[config.mk]
export PLATFORM = sky130hd
export DESIGN_NAME = ad9783_spi_responder
export DESIGN_NICKNAME = d
export VERILOG_FILES = /design/src/rtl/ad9783_spi_pkg.sv /design/src/rtl/spi_sync_edge.sv /design/src/rtl/ad9783_spi_responder.sv
export SDC_FILE = /design/constraint.sdc
export NUM_CORES = 1
export LEC_CHECK = 0
export CAP_MARGIN = 20
export CORE_ASPECT_RATIO = 1.1
export CORE_MARGIN = 5
export CORE_UTILIZATION = 45
export CTS_CLUSTER_SIZE = 20
export DETAILED_ROUTE_END_ITERATION = 12
export SLEW_MARGIN = 0
export SYNTH_ARGS = -nofsm -noshare
export SYNTH_HDL_FRONTEND = slang
export SYNTH_HIERARCHICAL = 1
export SYNTH_SLANG_ARGS = --single-unit
export TNS_END_PERCENT = 5
[constraint.sdc]
create_clock -name clk_in -period 3.5 [get_ports clk_in]
set_input_delay 0.7 -clock clk_in [delete_from_list [all_inputs] [get_ports clk_in]]
set_output_delay 0.7 -clock clk_in [all_outputs]
set_load 0.1 [all_outputs]
[src/rtl/ad9783_spi_pkg.sv]
// Shared types and field positions for the AD9783 serial-port responder.
// The readback path in the top level is enabled by AD9783_SPI_READBACK_EN.
package ad9783_spi_pkg;

  typedef enum logic [1:0] {
    ST_IDLE  = 2'd0,
    ST_INSTR = 2'd1,
    ST_DATA  = 2'd2,
    ST_HOLD  = 2'd3
  } state_t;

  localparam int RW_BIT       = 7;
  localparam int N_MSB        = 6;
  localparam int N_LSB        = 5;
  localparam int ADDR_W       = 5;
  localparam int REG_COUNT    = 32;
  localparam int SOFT_RST_BIT = 5;
  localparam logic [ADDR_W-1:0] SOFT_RST_ADDR = 5'h00;

endpackage

[src/rtl/spi_sync_edge.sv]
// Multi-flop synchronizer for one asynchronous SPI pin, followed by an
// edge-detect register producing one-cycle rise/fall pulses.
module spi_sync_edge #(
  parameter int   SYNC_STAGES = 2,
  parameter logic RST_VAL     = 1'b0
) (
  input  logic clk,
  input  logic rst_n,
  input  logic pin,
  output logic level,
  output logic rise,
  output logic fall
);

  logic [SYNC_STAGES-1:0] sync_q;
  logic                   prev_q;

  always_ff @(posedge clk or negedge rst_n) begin
    if (!rst_n) begin
      sync_q <= {SYNC_STAGES{RST_VAL}};
      prev_q <= RST_VAL;
      rise   <= 1'b0;
      fall   <= 1'b0;
    end else begin
      sync_q <= {sync_q[SYNC_STAGES-2:0], pin};
      prev_q <= sync_q[SYNC_STAGES-1];
      rise   <= sync_q[SYNC_STAGES-1] & ~prev_q;
      fall   <= ~sync_q[SYNC_STAGES-1] & prev_q;
    end
  end

  assign level = sync_q[SYNC_STAGES-1];

endmodule

[src/rtl/ad9783_spi_responder.sv]
// AD9783 serial-port responder: instruction decode, 32x8 register file,
// write export. Define AD9783_SPI_READBACK_EN to drive read data on SDO.
module ad9783_spi_responder
  import ad9783_spi_pkg::*;
#(
  parameter int SYNC_STAGES = 2
) (
  input  logic              clk_in,
  input  logic              rst_in,
  input  logic              spi_scs_in,
  input  logic              spi_sck_in,
  input  logic              spi_sdi_in,
  output logic              spi_sdo_out,
  output logic              spi_sdo_oe_out,
  output logic              wr_strobe_out,
  output logic [ADDR_W-1:0] wr_addr_out,
  output logic [7:0]        wr_data_out,
  input  logic [ADDR_W-1:0] loc_addr_in,
  output logic [7:0]        loc_data_out,
  output logic              busy_out,
  output state_t            state_dbg_out
);

  logic sck_level, sck_rise, sck_fall;
  logic csb_level, csb_rise, csb_fall;
  logic sdi_level, sdi_rise, sdi_fall;

  spi_sync_edge #(.SYNC_STAGES(SYNC_STAGES), .RST_VAL(1'b0)) u_sck (
    .clk(clk_in), .rst_n(rst_in), .pin(spi_sck_in),
    .level(sck_level), .rise(sck_rise), .fall(sck_fall)
  );

  // CSB resets to "selected" so a reset released mid-transfer cannot see a
  // false falling edge; only a genuine rise-then-fall starts a transaction.
  spi_sync_edge #(.SYNC_STAGES(SYNC_STAGES), .RST_VAL(1'b0)) u_csb (
    .clk(clk_in), .rst_n(rst_in), .pin(spi_scs_in),
    .level(csb_level), .rise(csb_rise), .fall(csb_fall)
  );

  spi_sync_edge #(.SYNC_STAGES(SYNC_STAGES), .RST_VAL(1'b0)) u_sdi (
    .clk(clk_in), .rst_n(rst_in), .pin(spi_sdi_in),
    .level(sdi_level), .rise(sdi_rise), .fall(sdi_fall)
  );

  logic unused_sync;
  assign unused_sync = ^{sck_level, csb_level, sdi_rise, sdi_fall};

  state_t            state_q, state_d;
  logic [2:0]        bit_cnt_q;
  logic [7:0]        shift_in_q;
  logic              rw_q;
  logic [1:0]        bytes_left_q;
  logic [ADDR_W-1:0] addr_q;
  logic              wr_strobe_q;
  logic [ADDR_W-1:0] wr_addr_q;
  logic [7:0]        wr_data_q;
  logic              soft_rst_q;
  logic [7:0]        regs_q [REG_COUNT];

  logic       sck_rise_ok, shift_en, instr_done, data_done, commit;
  logic [7:0] next_byte, commit_data;

  // A CSB rise outranks an SCK rise recognised in the same cycle.
  assign sck_rise_ok = sck_rise & ~csb_rise;
  assign next_byte   = {shift_in_q[6:0], sdi_level};

  always_ff @(posedge clk_in or negedge rst_in) begin
    if (!rst_in) state_q <= ST_IDLE;
    else         state_q <= state_d;
  end

  always_comb begin
    state_d = state_q;
    case (state_q)
      ST_IDLE:  if (csb_fall) state_d = ST_INSTR;
      ST_INSTR: if (instr_done) state_d = ST_DATA;
      ST_DATA:  if (data_done && bytes_left_q == 2'd0) state_d = ST_HOLD;
      ST_HOLD:  state_d = ST_HOLD;
      default:  state_d = ST_IDLE;
    endcase
    if (csb_rise) state_d = ST_IDLE;
  end

  always_comb begin
    busy_out    = (state_q != ST_IDLE);
    shift_en    = sck_rise_ok && (state_q == ST_INSTR || state_q == ST_DATA);
    instr_done  = shift_en && (state_q == ST_INSTR) && (bit_cnt_q == 3'd7);
    data_done   = shift_en && (state_q == ST_DATA) && (bit_cnt_q == 3'd7);
    commit      = data_done && !rw_q;
    commit_data = next_byte;
    if (addr_q == SOFT_RST_ADDR) commit_data[SOFT_RST_BIT] = 1'b0;
  end

  always_ff @(posedge clk_in or negedge rst_in) begin
    if (!rst_in) begin
      bit_cnt_q    <= '0;
      shift_in_q   <= '0;
      rw_q         <= 1'b0;
      bytes_left_q <= '0;
      addr_q       <= '0;
      wr_strobe_q  <= 1'b0;
      wr_addr_q    <= '0;
      wr_data_q    <= '0;
      soft_rst_q   <= 1'b0;
      for (int i = 0; i < REG_COUNT; i++) regs_q[i] <= '0;
    end else begin
      wr_strobe_q <= commit;
      soft_rst_q  <= commit && (addr_q == SOFT_RST_ADDR) && next_byte[SOFT_RST_BIT];
      if (commit) begin
        wr_addr_q <= addr_q;
        wr_data_q <= next_byte;
      end
      if (csb_rise || (state_q == ST_IDLE && csb_fall)) begin
        bit_cnt_q <= '0;
      end else if (shift_en) begin
        bit_cnt_q  <= bit_cnt_q + 3'd1;
        shift_in_q <= next_byte;
      end
      if (instr_done) begin
        rw_q         <= next_byte[RW_BIT];
        bytes_left_q <= next_byte[N_MSB:N_LSB];
        addr_q       <= next_byte[ADDR_W-1:0];
      end
      if (data_done) begin
        addr_q       <= addr_q - 5'd1;
        bytes_left_q <= bytes_left_q - 2'd1;
      end
      if (soft_rst_q) begin
        for (int i = 1; i < REG_COUNT; i++) regs_q[i] <= '0;
      end
      if (commit) regs_q[addr_q] <= commit_data;
    end
  end

`ifdef AD9783_SPI_READBACK_EN
  logic [7:0]        shift_out_q;
  logic              sdo_q, sdo_oe_q;
  logic [ADDR_W-1:0] rd_addr;

  assign rd_addr = instr_done ? next_byte[ADDR_W-1:0] : addr_q - 5'd1;

  // The next read byte is loaded on the rise that completes the previous
  // byte (or the instruction), ready for the following SCK fall.
  always_ff @(posedge clk_in or negedge rst_in) begin
    if (!rst_in) begin
      shift_out_q <= '0;
      sdo_q       <= 1'b0;
      sdo_oe_q    <= 1'b0;
    end else begin
      if (csb_rise || state_q == ST_HOLD || state_q == ST_IDLE) begin
        sdo_q    <= 1'b0;
        sdo_oe_q <= 1'b0;
      end else if (sck_fall && state_q == ST_DATA && rw_q) begin
        sdo_q       <= shift_out_q[7];
        shift_out_q <= {shift_out_q[6:0], 1'b0};
        sdo_oe_q    <= 1'b1;
      end
      if ((instr_done && next_byte[RW_BIT]) || (data_done && rw_q)) begin
        shift_out_q <= regs_q[rd_addr];
      end
    end
  end

  assign spi_sdo_out    = sdo_q;
  assign spi_sdo_oe_out = sdo_oe_q;
`else
  logic unused_rd;
  assign unused_rd      = sck_fall;
  assign spi_sdo_out    = 1'b0;
  assign spi_sdo_oe_out = 1'b0;
`endif

  assign wr_strobe_out = wr_strobe_q;
  assign wr_addr_out   = wr_addr_q;
  assign wr_data_out   = wr_data_q;
  assign loc_data_out  = regs_q[loc_addr_in];
  assign state_dbg_out = state_q;

endmodule

* Yosys cells after proc, flatten, opt, wreduce, memory -nomap -nowiden
Index checks and enable logic that the tools add are counted.
Word-level totals: bits in registers 302, bits in latches 0, RAM bits 0, bits in read-only memories 0, output and inout bits 27, word-level logic and storage cells 116, memories 0
Cells by class: add/subtract/negate cells 3, $mul 0, div/mod/pow operators 0, order comparisons 3, equal/unequal tests 7, shifts and indexed selects 0, multiplexer cells 20, bitwise operators 11, reductions and logical operators 22
Operators with widths (count):
- $mux 248 | 2
- $bwmux 256 | 1
- $bmux 8 s5 | 1
- $demux 8 s5 | 1
- $mux 8 | 3
- $ge 6x6->1 const B | 2
- $mux 2 | 6
- $not 5->6 | 2
- $logic_and 1x1->1 | 11
- $mux 5 | 2
- $pmux 2 s4 | 1
- $lt 6x1->1 const B | 1
- $mux 3 | 2
- $ne 3x2->1 const B | 2
- $reduce_bool 2->1 | 3
- $logic_not 5->1 | 1
- $not 1->1 | 5
- $sub 5x1->5 const B | 1
- $and 1x1->1 | 4
- $eq 2x2->1 const B | 2
- $logic_not 2->1 | 2
- $add 3x1->3 const B | 1
- $eq 3x3->1 const B | 1
- $ne 3x1->1 const B | 1
- 7 further kinds | 8

* Logic depth before layout (Yosys ltp)
depth in word-level cells 9, mapped depth 8, depth with buffers taken out 6

* Modules after synthesis
Netlist, hierarchy kept.
By module, submodules not included:
- ad9783_spi_responder | times used 1, cells each 1399, area an instance 14714.1 sq um, sequential area each 7282.0 sq um
- spi_sync_edge | times used 3, cells each 7, area an instance 140.1 sq um, sequential area each 125.1 sq um

* Worst setup path before layout
No wires, ideal clock.
path type input port to output port, start point in loc_addr_in[1], end point out loc_data_out[0], arrival time 2565 ps, required time 2800 ps, slack 235 ps, stages on the path 5, path buffers 2, cells stage by stage buf_6 -> buf_2 -> mux4_2 -> mux4_2 -> mux2_2
On the way: longest elaborated chain between the ends 4
RTL lines:
- from (decl) | RTL line ad9783_spi_responder.sv:18 | input logic [ADDR_W-1:0] loc_addr_in,
- $not 5->6 (implied by the code) | RTL line ad9783_spi_responder.sv:176 | assign loc_data_out = regs_q[loc_addr_in];
- $bmux 8 s5 | RTL line ad9783_spi_responder.sv:176
- $mux 8 (implied by the code) (2 in series) | RTL line ad9783_spi_responder.sv:176
- to (decl) | RTL line ad9783_spi_responder.sv:19 | output logic [7:0] loc_data_out,
No other way between the ends. The select of a mux whose other input is x is not followed.

* Final worst setup path
start point in loc_addr_in[1], end point out loc_data_out[4]
The elaborated chain is that of the path after synthesis.

==> key figures <==
Global routing
  • First-pass GRT wire length: 63900 um
  • Largest net degree at the start of global routing: 165
  • Vias in the first global route: 10.2k
  • Gr usage total: 22.2%
  • Gr ovfl total: 0
  • Antenna violations before repair: 0

Floorplan
  • Total core area: 0.0331 mm^2
  • FP Rows: 70
  • Starting Density: 45.3%
  • Width of the chip: 184 um
  • Die Y: 202 um
  • Top Ports: 37
  • Die Area: 0.0371 mm^2

Worst setup path
  • R2R Setup Slk: 1000 ps
  • CP Cell Sequence: buf_4 -> buf_4 -> mux4_2 -> mux4_2 -> mux2_2 -> buf_12
  • Critical-path top delay cell: mux4_2
  • Startpoint Class: input pin
  • Crit path from: loc_addr_in[1]
  • Crit Path Class: input pin to output port
  • Crit path DAT: 2710 ps
  • CP max FO: 15
  • Cells on worst reg2reg path: 8
  • Critical R2R Capture: regs_q[250]
  • Crit Reg-Reg Startpoint: state_dbg_out[0]
  • Crit path required time: 2800 ps
  • Largest stage delay on the critical path: 510 ps
  • Critical path capture point type: output port

Cells and area
  • Fin nets: 1442
  • Antenna cells: 0
  • Area Overhead vs Synth: 14.3%
  • Layout cell share with drive strength beyond 1: 19.4%
  • Post-route cell area: 0.0172 mm^2

Clocking
  • Clock tree from TritonCTS: done
  • Post-CTS Resized: 0
  • Reg clk slew, reported paths: 60 ps
  • H-tree levels: 2
  • Postcts setup bufs: 0
  • Num Clock Sinks: 302
  • Later-pin clock latency in the skew report: 530 ps
  • Clock Root Buffer: clkbuf_16
  • Max Buffers Root-to-Sink: 3
  • CTS Hold Bufs: 0
  • CTS buffer count: 35

Synth
  • Syn Area/Cell: 10.6 um^2
  • Warnings from Yosys: 6
  • Cell Area, Synth: 0.0150 mm^2
  • Gate Count Post-Synth: 1413

Placed design
  • Dpl cell area: 0.0160 mm^2
  • PortBufs: 34
  • HPWL after DPL: 26600 um
  • RePlAce Congestion: 0.973

Run
  • Max Cap Violations: 0

Timing
  • WHS: 153 ps
  • Relative slew slack: 32.8%
  • Tmin final: 3410 ps
  • Max Freq: 294 MHz
  • Final hold viol count: 0
  • Setup TNS: 0 ps
  • Worst Skew: 16.2 ps
  • RSZ-0062 raised after global routing: false
  • Max-slew violations: 0
  • Final setup viols: 0
  • Worst Tran Pin Value: 1010 ps
  • Post-route clock period utilization: 97.3%

Drt
  • Pre-antenna DRT Iters: 7
  • DRT antenna net count: 0
  • Highest Signal Layer: met4
  • Iteration-0 DRC Markers: 1331
  • Met3 WL: 2970 um
  • Post-Route WL: 40400 um
  • Wire length per cell: 21.5 um
  • Met2 wire length: 17400 um
  • Vias: 10.5k
  • Routed vias/inst: 5.58
  • Drt drc: 0
  • Met1 WL: 19000 um

Power and ir drop
  • Leak pwr: 7.06 nW
  • Worst IR Drop VDD: 411 uV
  • Power per cell area: 485 mW/mm^2

Run status
  • Status: completed

Min path
  • Worst min-delay path category: input pin to async pin
## how the worst max path moves through the flow
stage	slack [ps]	to	depth (start not counted)
5_1_grt	6	loc_data_out[4]	6
3_3_place_gp	110	loc_data_out[6]	6
2_1_floorplan	240	loc_data_out[0]	5
3_5_place_dp	70	loc_data_out[6]	6
4_1_cts	80	loc_data_out[4]	6
6_report	90	loc_data_out[4]	6
## routing by layer
| layer | vias up | track usage (%) |
|---|---|---|
| met4 | 0 | 5.97 |
| met2 | 381 | 31.2 |
| met1 | 5188 | 34.6 |
| met5 | - | 0 |
| li1 | 4847 | - |
| met3 | 59 | 4.88 |
## flip-flops by register name, indices dropped and copies added (netlist names), 2 cells and up
register       flops
regs_q           256
wr_data_out        8
shift_in_q         7
addr_q             5
wr_addr_out        5
bit_cnt_q          3
bytes_left_q       2
state_dbg_out      2
u_csb/sync_q       2
u_sck/sync_q       2
u_sdi/sync_q       2
## where the power goes
part	leakage (nW)	switching [W]	internal, W
combinational	2.30	0.000604	0.000239
clock	0.572	0.00146	0.00218
sequential	4.18	0.000300	0.00355
## worst max-delay path, delay by kind of cell
family | cells | cell delay [ps]
buf+inv | 3 | 670
mux | 3 | 1320
## layout make-up
class / count / area (um^2)
tap: 432 / 541
clock buffer: 49 / 1020
timing repair buffer: 97 / 991
clock inverter: 12 / 125
fill: 2837 / 15900
sequential: 302 / 7560
inverter: 13 / 48.8
multi-input combinational: 972 / 6870
## metrics by stage
step	cells	util [%]	setup WS (ps)	total power [W]
global route	1877	51.8	5.57	0.00863
detailed placement	1816	48.4	74.2	0.00475
CTS	1877	51.8	75.4	0.00840
global placement	1816	48.4	113	0.00474
floorplan	1414	-	235	0.00433
finish	1877	51.8	93.5	0.00833
## cell usage in the layout (no fill, tap or decap), types with 2 or more instances in the layout
cell,count
dfrtp_1,298
conb_1,2
clkinv_2,8
or3b_2,3
o21ai_0,240
buf_4,58
clkbuf_16,36
nand2b_1,248
clkdlybuf4s50_1,22
buf_12,16
bufinv_16,2
ha_1,11
o21ai_1,13
nand3b_1,5
nand3_1,35
nor3_1,11
clkbuf_8,7
mux2i_1,4
a311o_1,2
mux4_2,80
clkbuf_1,6
nor4_2,23
dfrtp_2,3
nor2b_1,2
a21oi_1,3
nor2_1,11
mux2_2,37
a221o_1,3
nand2_1,226
inv_1,13
Note: power is estimated with default switching activity, not from simulation.
